===== src/rtl/clk_enable_gen.sv =====
`default_nettype none
// ============================================================================
//  Module      : clk_enable_gen
//  Description : Programmable clock-enable generator. Emits a one-cycle tick
//                every (DIV+1) clk cycles plus a square wave that toggles on
//                each tick. Supports periodic and one-shot modes, runtime
//                divisor reload, pause, and counter readback.
//  Revision    : 1.0 - initial release
// ============================================================================
module clk_enable_gen #(
    parameter int               WIDTH       = 24,
    parameter logic [WIDTH-1:0] DEFAULT_DIV = {WIDTH{1'b1}}
) (
    input  logic             clk,
    input  logic             rst,
    input  logic             en_i,
    input  logic             load_i,
    input  logic [WIDTH-1:0] div_i,
    input  logic             mode_i,
    output logic             tick_o,
    output logic             sq_o,
    output logic             busy_o,
    output logic [WIDTH-1:0] cnt_o
);

    localparam logic [WIDTH-1:0] c_ONE = {{(WIDTH-1){1'b0}}, 1'b1};

    logic [WIDTH-1:0] r_cnt;
    logic [WIDTH-1:0] r_div;
    logic             r_mode;
    logic             r_run;
    logic             r_tick;
    logic             r_sq;
    logic             w_terminal;

    // Counter has reached the programmed divisor; the next enabled edge wraps it.
    assign w_terminal = (r_cnt == r_div);

    // Counter, divisor/mode capture, tick and square-wave generation.
    // A load beats counting; counting only advances while enabled and armed.
    always_ff @(posedge clk or posedge rst) begin
        if (rst) begin
            r_cnt  <= '0;
            r_div  <= DEFAULT_DIV;
            r_mode <= 1'b0;
            r_run  <= 1'b1;
            r_tick <= 1'b0;
            r_sq   <= 1'b0;
        end else if (load_i) begin
            // Reload discards the running count; square wave phase is kept.
            r_div  <= div_i;
            r_mode <= mode_i;
            r_cnt  <= '0;
            r_run  <= 1'b1;
            r_tick <= 1'b0;
        end else if (en_i && r_run) begin
            if (w_terminal) begin
                // Wrap via the terminal path so the counter never overflows.
                r_cnt  <= '0;
                r_tick <= 1'b1;
                r_sq   <= ~r_sq;
                if (r_mode) begin
                    r_run <= 1'b0;
                end
            end else begin
                r_cnt  <= r_cnt + c_ONE;
                r_tick <= 1'b0;
            end
        end else begin
            // Paused or disarmed: hold state, never repeat a tick.
            r_tick <= 1'b0;
        end
    end

    assign tick_o = r_tick;
    assign sq_o   = r_sq;
    assign busy_o = r_run;
    assign cnt_o  = r_cnt;

endmodule
`default_nettype wire

===== config.mk =====
export PLATFORM = sky130hd
export DESIGN_NAME = clk_enable_gen
export DESIGN_NICKNAME = d
export VERILOG_FILES = /design/src/rtl/clk_enable_gen.sv
export SDC_FILE = /design/constraint.sdc
export NUM_CORES = 1
export LEC_CHECK = 0
export ABC_CLOCK_PERIOD_IN_PS = 2820
export BUFFER_PORTS_ARGS = -buffer_cell sky130_fd_sc_hd__buf_2
export CAP_MARGIN = 20
export CORE_MARGIN = 1.5
export CORE_UTILIZATION = 58
export DETAILED_ROUTE_END_ITERATION = 6
export PLACE_DENSITY = 0.84
export REMOVE_ABC_BUFFERS = 1
export SLEW_MARGIN = 5
export SYNTH_ARGS = -nofsm -noshare
export SYNTH_HDL_FRONTEND = slang
export SYNTH_SLANG_ARGS = --single-unit
export TNS_END_PERCENT = 20

===== constraint.sdc =====
create_clock -name clk -period 2.82 [get_ports clk]
set_input_delay 0.423 -clock clk [delete_from_list [all_inputs] [get_ports clk]]
set_output_delay 0.423 -clock clk [all_outputs]
set_load 0.01 [all_outputs]

==> out/metrics.yaml <==
finalHoldViolCount: 0
outcome: "finished, final reports clean"
clock_sinks: 52
critPathMaxFanout: 17
clkTransAtPathRegs_ps: 90
ys_seq_area_frac: 0.518
grt-ovfl-total: 0
grt_max_degree: 41
tightest_slew_ps: 795
critPathKind: "reg -> reg"
vias_per_cell: 5.54
root_buffer: "clkbuf_8"
grt_pass1_vias: 1880
ys.flop_type: "dfrtp_1"
cp-start-kind: "flop"
cts_resized: 0
relSlewSlack: 0.469
fin_crit_sh: 0.744
post_cts_buffers: 0
rsz0062_at_grt: "no"
power_frac_clock: 0.317
clkLatencyLatePin_ps: 310
r2r.worst_path.cells: 6
dieWidth_um: 69.6
syn_inst: 221
dpl_cell_area_sq_mm: 0.00290
syn_avg_cell_area_sq_um: 11.6
antenna_cells: 0
place_hpwl_um: 3810
fillers: 324
antenna_found_initial: 0
leakage_nw: 1.29
netlist_top_cells_area: "dfrtp_1 (26%), dfstp_2 (26%), mux2_2 (11%)"
routed_wl_um: 5190
die_height_um: 69.6
worstSetupEndpointType: "flop"
synth_cell_types: 35
syn_area_sq_mm: 0.00257
core_sq_mm: 0.00432
first_pass_iters: 4
holdBufCountCts: 0
setup-tns-final_ps: 0
power_frac_comb: 0.101
drc: 0
cp.required_ps: 3000
final_nets: 311
synth_edf_count: 0
routed-via-count: 1851
arrival_ps: 2280
start_util: 0.595
slowest_delay_ps: 490
drt_iter0_drc: 146
finish.instance_area_sq_mm: 0.00300
hold_class: "in -> async"
grt_pass1_wl_um: 8750
cts_tree: "yes"
crit_path_top_delay_cell: "dfrtp_1"
numCtsBuffers: 5
numPortBuffers: 55
finalClockSkew_ps: 9.36
async_reset_ff_frac: 1.00
min_period_ps: 2100
path_cells: "xnor2_1 -> nand4_1 -> nor4_2 -> nand2_2 -> o21bai_4 -> nor2_1"
finalPower_mw: 1.44
synth_seq_cells: 52
fmax_mhz: 477
p_seq_frac: 0.582
switching_power_mw: 0.330
p_int_mw: 1.11
synth_most_common_cell: "xnor2_1"
ys_warn_count: 0
peakVddDrop_mv: 0.297
maxSlewViolCount: 0
gr-usage-all-layers: 0.232
synth_top_area_share: 0.263
dieArea_sq_mm: 0.00484
maxCapViolations: 0
powerDensity_mw_per_mm2: 481
areaGrowthSynthToFinish_pct: 16.8
drive_gt1_frac: 0.433
yosys.area.top_type: "dfrtp_1"
netSwitchingFraction: 0.229
num_io_pins: 56
setup_viol: 0
antenna_left: 0
rows: 24
cts_buffer_depth: 2
routedWlPerCell_um: 15.5
synthTopCellsByCount: "xnor2_1 (31), dfrtp_1 (27), dfstp_2 (25), mux2_2 (25), nor2_1 (23)"
cts-htree-levels: 2
gp_routability_congestion: 0.870
==> final timing paths <==
check | start | to | slack, ps
setup / recovery | cnt_o[18] | cnt_o[7] | 720
min in group clk | div_i[10] | r_div[10] | 330
hold reg to reg | sq_o | sq_o | 480
hold / removal | rst | cnt_o[0] | 250
max in group asynchronous | rst | r_div[7] | 1810
setup reg to reg | cnt_o[18] | cnt_o[7] | 720
==> kinds of logic (layout without fill, tap and decap cells) <==
| logic type | after synthesis | after routing | synth area share |
|---|---|---|---|
| AO/OA/AOI/OAI | 13 | 13 | 0.0448 |
| multiplexers | 25 | 25 | 0.109 |
| AND/OR/NAND/NOR | 83 | 83 | 0.169 |
| adder cells (fa/ha/maj) | 1 | 1 | 0.00487 |
| flip-flops | 52 | 52 | 0.518 |
| buffers and inverters | 5 | 66 | 0.0102 |
| XOR/XNOR | 42 | 42 | 0.143 |
==> area by class of cell <==
| class | instances | area, sq um | share of cell area |
|---|---|---|---|
| clock buffer | 8 | 100 | 0.0333 |
| inverter | 1 | 3.75 | 0.00125 |
| multi-input combinational | 164 | 1210 | 0.404 |
| sequential | 52 | 1330 | 0.444 |
| tap | 52 | 65.1 | 0.0217 |
| timing repair buffer | 57 | 290 | 0.0966 |
==> power by group through the flow <==
stage | Sequential (mW) | Clock [mW] | Combinational (mW)
final | 0.841 | 0.459 | 0.146
after global routing | 0.847 | 0.499 | 0.162
after CTS | 0.841 | 0.474 | 0.149
after detailed placement | 0.854 | 0 | 0.148
after global placement | 0.850 | 0 | 0.144
after floorplan | 0.847 | 0 | 0.0982
==> routing by layer <==
metal | wire length [um] | part of all wire | vias to the layer above | GRT usage
met4 | 116 | 0.022 | 0 | 0.102
met3 | 148 | 0.029 | 10 | 0.0334
met5 | 0 | 0 | - | 0
met1 | 2380 | 0.46 | 902 | 0.314
met2 | 2540 | 0.49 | 42 | 0.376
li1 | - | - | 897 | -
==> cells in the final DEF (no fill, tap or decap) <==
cell,netlist,final
nand2_2,1,1
and4_1,3,3
nor3_1,2,2
a211o_4,1,1
nor3_2,1,1
o211ai_1,1,1
xnor2_1,31,31
nand2b_1,1,1
and4_4,1,1
a21o_1,2,2
and3_1,3,3
nand3_1,10,10
o311ai_1,3,3
nand3_4,1,1
xor2_1,11,11
and2_1,1,1
dfrtp_1,27,27
a21oi_1,2,2
nor4_2,1,1
nand2_1,18,18
dfstp_2,25,25
or2_0,1,1
buf_4,0,2
or3_1,2,2
a32o_1,1,1
clkbuf_1,2,1
buf_2,0,55
inv_2,0,1
o21bai_4,1,1
nand4_1,13,13
clkbuf_8,0,7
nor4_1,1,1
o21ai_0,2,2
nor2_1,23,23
ha_1,1,1
mux2_2,25,25
==> state kept, by name, summed over array words and instances, names as in the netlist <==
signal / flops
tick_o: 1
r_div: 24
sq_o: 1
r_mode: 1
cnt_o: 24
busy_o: 1
==> stage by stage <==
step / hold WS, ps / std cells / setup slack, ps / util
2_1_floorplan: 481 / 217 / 1050 / -
3_3_place_gp: 452 / 326 / 715 / 0.672
3_5_place_dp: 480 / 326 / 683 / 0.672
4_1_cts: 283 / 334 / 723 / 0.695
5_1_grt: 323 / 334 / 538 / 0.695
6_report: 251 / 334 / 722 / 0.695
==> critical path: cells and delay by family, from the launching register on <==
kind / cells / cell delay [ps]
AND/OR/NAND/NOR: 4 / 880
XOR/XNOR: 1 / 180
AO/OA/AOI/OAI: 1 / 410
flip-flops: 1 / 490
Power figures use the tool's default switching activity.
